## src/rtl/seq_detector_param_moore_if.sv

```systemverilog
// Serial detector bus: clear/valid/data in, registered detect pulse and match count out.
interface seq_detector_param_moore_if #(
  parameter int CNT_W = 8
);
  logic             clr;
  logic             in_valid;
  logic             x;
  logic             y;
  logic [CNT_W-1:0] match_count;

  modport master (output clr, in_valid, x, input  y, match_count);
  modport slave  (input  clr, in_valid, x, output y, match_count);
endinterface

```

## src/rtl/seq_detector_param_moore.sv

```systemverilog
// Parameterised Moore serial pattern detector with fill tracking and optional overlap.
// Define SEQ_DET_COUNT_EN to build the saturating match counter; otherwise match_count is tied to 0.
module seq_detector_param_moore #(
  parameter int                  PAT_LEN = 4,
  parameter logic [PAT_LEN-1:0]  PATTERN = 4'b1000,
  parameter int                  OVERLAP = 1,
  parameter int                  CNT_W   = 8
) (
  input logic                      clk,
  input logic                      rst,
  seq_detector_param_moore_if.slave bus
);

  localparam int FILL_W = $clog2(PAT_LEN + 1);
  localparam logic [FILL_W-1:0] FILL_FULL = FILL_W'(PAT_LEN);

  logic [PAT_LEN-1:0] r_hist;
  logic [FILL_W-1:0]  r_fill;
  logic               r_y;

  logic [PAT_LEN-1:0] w_hist_nxt;
  logic [FILL_W-1:0]  w_fill_nxt;
  logic               w_match;

  always_comb begin
    w_hist_nxt = {r_hist[PAT_LEN-2:0], bus.x};
    w_fill_nxt = (r_fill == FILL_FULL) ? r_fill : r_fill + 1'b1;
    // Fill must be full so an all-zero pattern cannot fire on the reset history.
    w_match    = (w_hist_nxt == PATTERN) && (w_fill_nxt == FILL_FULL);
  end

  always_ff @(posedge clk or negedge rst) begin
    if (!rst) begin
      r_hist <= '0;
      r_fill <= '0;
      r_y    <= 1'b0;
    end else if (bus.clr) begin
      r_hist <= '0;
      r_fill <= '0;
      r_y    <= 1'b0;
    end else if (bus.in_valid) begin
      r_hist <= w_hist_nxt;
      if (w_match && (OVERLAP == 0))
        r_fill <= '0;
      else
        r_fill <= w_fill_nxt;
      r_y    <= w_match;
    end else begin
      r_y    <= 1'b0;
    end
  end

  assign bus.y = r_y;

`ifdef SEQ_DET_COUNT_EN
  logic [CNT_W-1:0] r_count;

  always_ff @(posedge clk or negedge rst) begin
    if (!rst) begin
      r_count <= '0;
    end else if (bus.clr) begin
      r_count <= '0;
    end else if (bus.in_valid && w_match && (r_count != '1)) begin
      r_count <= r_count + 1'b1;
    end
  end

  assign bus.match_count = r_count;
`else
  assign bus.match_count = {CNT_W{1'b0}};
`endif

endmodule

```

## src/flat_wrapper.sv

```systemverilog
// flat-port wrapper written by rule: the top's interface ports become plain ports
module seq_detector_param_moore_flat 
#(
  parameter int                  PAT_LEN = 4,
  parameter logic [PAT_LEN-1:0]  PATTERN = 4'b1000,
  parameter int                  OVERLAP = 1,
  parameter int                  CNT_W   = 8
)
  (clk, rst, bus_clr, bus_in_valid, bus_x, bus_y, bus_match_count);
  seq_detector_param_moore_if #(.CNT_W(CNT_W)) bus_i ();
  input logic clk;
  input logic rst;
  input wire logic [$bits(bus_i.clr)-1:0] bus_clr;
  input wire logic [$bits(bus_i.in_valid)-1:0] bus_in_valid;
  input wire logic [$bits(bus_i.x)-1:0] bus_x;
  output wire logic [$bits(bus_i.y)-1:0] bus_y;
  output wire logic [$bits(bus_i.match_count)-1:0] bus_match_count;
  assign bus_i.clr = bus_clr;
  assign bus_i.in_valid = bus_in_valid;
  assign bus_i.x = bus_x;
  assign bus_y = bus_i.y;
  assign bus_match_count = bus_i.match_count;
  seq_detector_param_moore #(.PAT_LEN(PAT_LEN), .PATTERN(PATTERN), .OVERLAP(OVERLAP), .CNT_W(CNT_W)) u_core (.clk(clk), .rst(rst), .bus(bus_i));
endmodule
```

## config.mk

```make
export PLATFORM = sky130hd
export DESIGN_NAME = seq_detector_param_moore_flat
export DESIGN_NICKNAME = d
export VERILOG_FILES = /design/src/rtl/seq_detector_param_moore_if.sv /design/src/rtl/seq_detector_param_moore.sv /design/src/flat_wrapper.sv
export SDC_FILE = /design/constraint.sdc
export NUM_CORES = 1
export LEC_CHECK = 0
export ABC_AREA = 1
export CAP_MARGIN = 20
export CORE_AREA = 2 2 39 41
export CTS_CLUSTER_DIAMETER = 200
export DETAILED_ROUTE_END_ITERATION = 16
export DIE_AREA = 0 0 41 43
export PLACE_DENSITY_LB_ADDON = 0.12
export SYNTH_ARGS = -nofsm -noshare
export SYNTH_HDL_FRONTEND = slang
export SYNTH_SLANG_ARGS = --single-unit
```

## constraint.sdc

```tcl
create_clock -name clk -period 2.68 [get_ports clk]
set_input_delay 0.804 -clock clk [delete_from_list [all_inputs] [get_ports clk]]
set_output_delay 0.804 -clock clk [all_outputs]
set_load 0.02 [all_outputs]
```

### Word level (Yosys, flattened, before mapping)

Index checks and enable logic that the tools add are counted.

* bits in registers: 7
* latch bits: 0
* bits in writable memories: 0
* bits in read-only memories: 0
* input bits: 5
* output and inout port bits: 9
* logic and storage cells: 16
* memories: 0

* add/subtract/negate cells: 1
* multiply operators: 0
* divide/modulo/power cells: 0
* magnitude comparators: 0
* equality and inequality tests: 3
* shift-type cells: 0
* multiplexer cells: 7
* bitwise logic cells: 0
* reductions and logical operators: 2

Operators by type and width (number)
* $mux 3: 5
* $eq 3x3->1 const B: 2
* $eq 4x4->1 const B: 1
* $add 3x1->3 const B: 1
* $mux 1: 2
* $reduce_bool 2->1: 1
* $logic_and 1x1->1: 1

### Longest topological paths before layout

* word-level depth: 6
* depth in mapped cells: 7
* gate-level depth less buffers: 7

### Worst setup path before layout

No wires, ideal clock.

* path kind: in2reg
* from: in bus_clr
* to: reg u_core.r_y (netlist: u_core.bus.y)
* arrival: 1.167 ns
* slack: 1.442 ns
* cell stages on the path: 5
* path buffers: 0
* cells stage by stage: inv_2 > nand2_2 > nor2_2 > nand3_1 > nor2_1

* cells in the longest elaborated chain, start to end: 1

Ends and longest elaborated chain
* start, declared: line flat_wrapper.sv:13 `input wire logic [$bits(bus_i.clr)-1:0] bus_clr;`
* $mux 1: line seq_detector_param_moore.sv:37 `end else if (bus.clr) begin`
* end signal, assigned: line seq_detector_param_moore.sv:47 `r_y <= w_match;`
* end, declared: line seq_detector_param_moore.sv:19 `logic r_y;`

No other way between the ends.
A chain may end at the register's enable or synchronous reset.

### Worst setup path in the final report

* from: reg u_core.r_y (netlist: u_core.bus.y)
* to: out bus_y

RTL lines
* end, declared: line flat_wrapper.sv:16 `output wire logic [$bits(bus_i.y)-1:0] bus_y;`

No word-level cell between the ends.

==> impl_results.md <==
* GRT overflow at 0
* DIE WIDTH at 41 um
* Final setup violation count at 0
* Max incr delay on CP at 0.59 ns
* Min-Delay Path Depth at 2
* Worst-Skew Late Latency at 0.25 ns
* TritonCTS clock tree: built
* Die area at 0.00176 sq mm
* R2R cell count at 7
* Path type of the worst min-delay path: reg2reg
* CTS Buf Count at 3
* Crit path cell chain: clkdlybuf4s50_1
* Sequential share of the synthesized area at 0.419
* Avg WL per Cell at 7.91 um
* Pwr Density at 516 mW/mm^2
* R2R Path End: u_core.bus.y
* Routed WL at 609 um
* H-tree depth at 1
* Yosys reg bits at 7
* Initial cell density of the core at 0.302
* Min-delay src: u_core.r_hist[2]
* All-Layer GR Usage at 0.0931
* Crit path max fanout at 1
* Largest net degree at the start of global routing at 8
* Crit start category: flip-flop
* DRC Markers at 0
* WP buf/inv at 1
* Post-synthesis instance total at 53
* Clk slew on worst S/H paths at 0.05 ns
* Status: finished clean
* Syn_area_per_cell at 7.88 sq um
* Hold worst-path end: u_core.r_hist[2]
* Max-slew violations at 0
* Initial antenna violation count at 0
* Reg2Reg Setup Slack at 1.55 ns
* Initial drt markers at 1
* Input/output buffers at 5
* Crit path required time at 1.88 ns
* Worst R2R Start: u_core.r_fill[0]
* Synth cell types at 15
* FP Rows at 14
* Net Sw Frac at 0.269
* CTS Hold Bufs at 0
* Sequential power share at 0.459
* Critical path type: reg2out
* Final GP Congestion at 0.670
* IR drop worst, VDD at 190 uV
* Placed Area at 454 sq um
* Critical Path End Type: primary output
* Antenna viol nets, final at 0
* Vias per std cell at 3.90
* NumNets Final at 69
* Final period util at 0.731
* Initial DRT Pass Iterations at 2
* Total negative setup slack at 0 ns
* Vias in the first global route at 248
* Setup bufs post-CTS at 0
* Final cell area excluding filler cells at 480 sq um
* Crit path DAT at 1.15 ns
* Max cap viols at 0
* Fin. Hold Viols at 0
* Ys Warns at 0
* Cell family with most CP delay: buffers and inverters
* Layout Skew at 0.00446 ns
* Root buffer cell: clkbuf_4
* Num ports at 14
* Comb pwr share at 0.168
* Resize count post-CTS at 0
* Net Switching at 66.8 uW
* Most frequent cells in the layout: inv_1 (9), nand2_1 (9), conb_1 (8)
* P_leak at 0.000243 uW
* Die height at 43 um
* Synthesis-to-finish area growth at 15.0%
* Clock power frac at 0.374
* First-pass GRT wire length at 1010 um
* Post-DP HPWL at 496 um
* # clock sinks at 7
* Vias at 300
* Internal at 181 uW
* Tmin final at 1.96 ns
* RSZ-0062 raised after global routing: no
* Core area at 0.00138 sq mm
* Post-Syn Area at 418 sq um
* Max Fclk at 0.511 GHz
* Inserted Diodes at 0
* Layout cells sized above 1 at 0.115
* Max Buffers Root-to-Sink at 2
* CP max-delay cell: clkdlybuf4s50_1
-- synthesized netlist by cell type (all sizes together) --
cell / instances / area [sq um]
inv: 11 / 41.3
nand2: 10 / 40.0
buf: 8 / 60.1
dfrtp: 7 / 175
nand3: 4 / 20.0
o22ai: 4 / 25.0
nor2: 3 / 13.8
ha: 2 / 25.0
o21ai: 2 / 10.0
clkinv: 1 / 3.75
conb: 1 / 3.75
-- layer usage --
| layer | GRT usage | routed length, um | vias to the layer above |
|---|---|---|---|
| met2 | 0.103 | 301 | 5 |
| met3 | 0.0471 | 24 | 2 |
| met1 | 0.125 | 277 | 131 |
| li1 | - | - | 162 |
| met5 | 0 | 0 | - |
| met4 | 0.0800 | 5 | 0 |
-- power by group through the flow --
stage          sequential, uW  clock [uW]  combinational [uW]
4_1_cts                   114        98.0                42.0
3_5_place_dp              115           0                41.8
3_3_place_gp              115           0                42.0
6_report                  114        92.6                41.5
5_1_grt                   114         105                48.4
2_1_floorplan             115           0                38.7
-- flip-flops by register name, indices dropped and copies added (netlist names) --
register / cells
u_core.r_fill: 3
u_core.r_hist: 3
u_core.bus.y: 1
-- cell type report --
| cell class | count | area, sq um |
|---|---|---|
| flip-flops and latches | 7 | 175 |
| multi-input cells | 33 | 164 |
| repair buffers | 5 | 50.0 |
| well taps | 16 | 20.0 |
| clock buffers | 4 | 26.3 |
| inverters | 12 | 45.0 |
| fillers | 145 | 903 |
-- cells by family (layout without fill, tap and decap cells) --
| group | after synthesis | after routing | synth area share |
|---|---|---|---|
| AND/OR/NAND/NOR | 17 | 17 | 0.177 |
| flip-flops | 7 | 7 | 0.419 |
| adder cells (fa/ha/maj) | 2 | 2 | 0.0599 |
| other | 1 | 8 | 0.00897 |
| AO/OA/AOI/OAI | 6 | 6 | 0.0838 |
| buffers and inverters | 20 | 21 | 0.251 |
-- how the worst max path moves through the flow --
stage                  from      endpoint  cells past startpoint
3_3_place_gp   bus_in_valid  u_core.bus.y                      5
5_1_grt        u_core.bus.y         bus_y                      1
2_1_floorplan       bus_clr  u_core.bus.y                      5
6_report       u_core.bus.y         bus_y                      1
4_1_cts        u_core.bus.y         bus_y                      1
3_5_place_dp   bus_in_valid  u_core.bus.y                      5
-- tightest hold or removal path, cell delays in order (launching register included) --
cell and delay [ns]:
dfrtp_1 0.35, nand3_1 0.07, o21ai_0 0.07
-- stage by stage --
step           setup slack [ns]  power [uW]   util  hold slack [ns]  instances
2_1_floorplan              1.44         154      -            0.481         60
3_3_place_gp              0.926         157  0.328            0.522         73
3_5_place_dp              0.915         157  0.328            0.521         73
4_1_cts                   0.707         254  0.347            0.534         77
5_1_grt                   0.678         268  0.347            0.556         77
6_report                  0.722         248  0.347            0.525         77
No activity file was read; power rests on OpenSTA's default activity.
==> RTL change, RTL diff (same flow settings) <==
`PAT_LEN` is set to 4 in 2 places; all go to 8.
--- a/src/rtl/seq_detector_param_moore.sv
+++ b/src/rtl/seq_detector_param_moore.sv
@@ -1,7 +1,7 @@
 // Parameterised Moore serial pattern detector with fill tracking and optional overlap.
 // Define SEQ_DET_COUNT_EN to build the saturating match counter; otherwise match_count is tied to 0.
 module seq_detector_param_moore #(
-  parameter int                  PAT_LEN = 4,
+  parameter int                  PAT_LEN = 8,
   parameter logic [PAT_LEN-1:0]  PATTERN = 4'b1000,
   parameter int                  OVERLAP = 1,
   parameter int                  CNT_W   = 8
--- a/src/flat_wrapper.sv
+++ b/src/flat_wrapper.sv
@@ -1,7 +1,7 @@
 // flat-port wrapper written by rule: the top's interface ports become plain ports
 module seq_detector_param_moore_flat 
 #(
-  parameter int                  PAT_LEN = 4,
+  parameter int                  PAT_LEN = 8,
   parameter logic [PAT_LEN-1:0]  PATTERN = 4'b1000,
   parameter int                  OVERLAP = 1,
   parameter int                  CNT_W   = 8
Function: changed (Yosys sat finds a counterexample within 10 cycles, from zero or initial values and one cycle with rst low).
==> RTL change against the unedited design <==
Critical path depth unchanged; maximum frequency down 1.7%; final area up 42%; synthesized area up 49%; clock power up 54%; sequential cell count up 5; power up 52%; worst setup slack worse by 0.033 ns; wire length up 53%; non-clock buffer count unchanged; critical endpoint unchanged; largest power group unchanged.
==> RTL change: results (changes against the unedited design) <==
metric,value,unit,change
power.internal,0.000283,W,+56%
grt_pass1_vias,398,,+60%
combPwrFrac,11.7,%,-5.1 points
synthTopCellsByArea,"dfrtp_1, o22ai_1, buf_4",,
grt_pass1_wl,1.61,mm,+58%
gp_congestion,0.768,,+15%
drt_first_pass_iters,3,,+1
p_leak,0.335,nW,+38%
place_area,647,µm²,+42%
yosysUniqueCellTypes,16,,+1
status,completed,,
peakVddDrop,309,µV,+63%
skew,0.00117,ns,-0.00329 ns
nNetsFinal,85,,+23%
avgSynthCellArea,8.88,µm²,+13%
clk_pin_slew,0.07,ns,+0.02 ns
insertion_delay,0.27,ns,+0.02 ns
cpMaxStageDelayCell,clkdlybuf4s50_1,,
hpwl,704,µm,+42%
grt_use_total,14.1,%,+4.8 points
sequentialPower,0.000189,W,+66%
ys_seq_area_share,48.3,%,+6.4 points
synth_commonest_cells,"dfrtp_1, o22ai_1, inv_1, nand2_1, buf_4",,
dp_cells,89,,+22%
drive_gt1_share,10.4,%,-1.1 points
drt-initial-drc-count,11,,+10
cp.arrival,1.19,ns,+0.04 ns
dp_slack,0.785,ns,-0.130 ns
==> RTL change: changes by cell type in the layout (fill, tap and decap cells not counted), moves of 2 or more <==
cell / delta
dfrtp_1: +5
inv_2: +2
nor2_1: +3
xor2_1: +2
o22ai_1: +6
==> RTL change: path summary, 6_finish.rpt <==
kind / from / endpoint / slack (ns) / depth (start not counted)
worst min register to register: u_core.r_hist[6]$_DFFE_PN0P_ / u_core.r_hist[6]$_DFFE_PN0P_ / 0.53 / 2
max in group asynchronous: rst / u_core.r_hist[5]$_DFFE_PN0P_ / 1.47 / 1
worst min-delay path: u_core.r_hist[6]$_DFFE_PN0P_ / u_core.r_hist[6]$_DFFE_PN0P_ / 0.53 / 2
worst max register to register: u_core.r_fill[0]$_DFFE_PN0P_ / u_core.bus.y$_DFF_PN0_ / 1.35 / 9
worst max-delay path: u_core.bus.y$_DFF_PN0_ / bus_y / 0.69 / 1
min in group asynchronous: rst / u_core.r_hist[0]$_DFFE_PN0P_ / 0.86 / 1
==> RTL change: layout make-up <==
type | count | area, µm²
Sequential cell | 12 | 300
Tap cell | 16 | 20.0
Timing Repair Buffer | 5 | 50.0
Clock buffer | 4 | 36.3
Fill cell | 134 | 701
Inverter | 13 | 48.8
Multi-Input combinational cell | 43 | 228
==> RTL change: logic make-up after synthesis <==
kind of cell	after synthesis	synth area share, %
compound gates	11	10.9
xor+xnor	2	2.82
fa+ha+maj	2	4.02
buf+inv	22	19.3
flops	12	48.3
other cells	1	0.603
simple gates	20	14.1
==> RTL change: routing by layer <==
layer	share of wire, %	global-route usage [%]	vias up
li1	-	-	229
met1	48	17.6	201
met2	45	19.4	12
met3	3.2	3.14	5
met4	3.6	12.0	0
met5	0	0	-
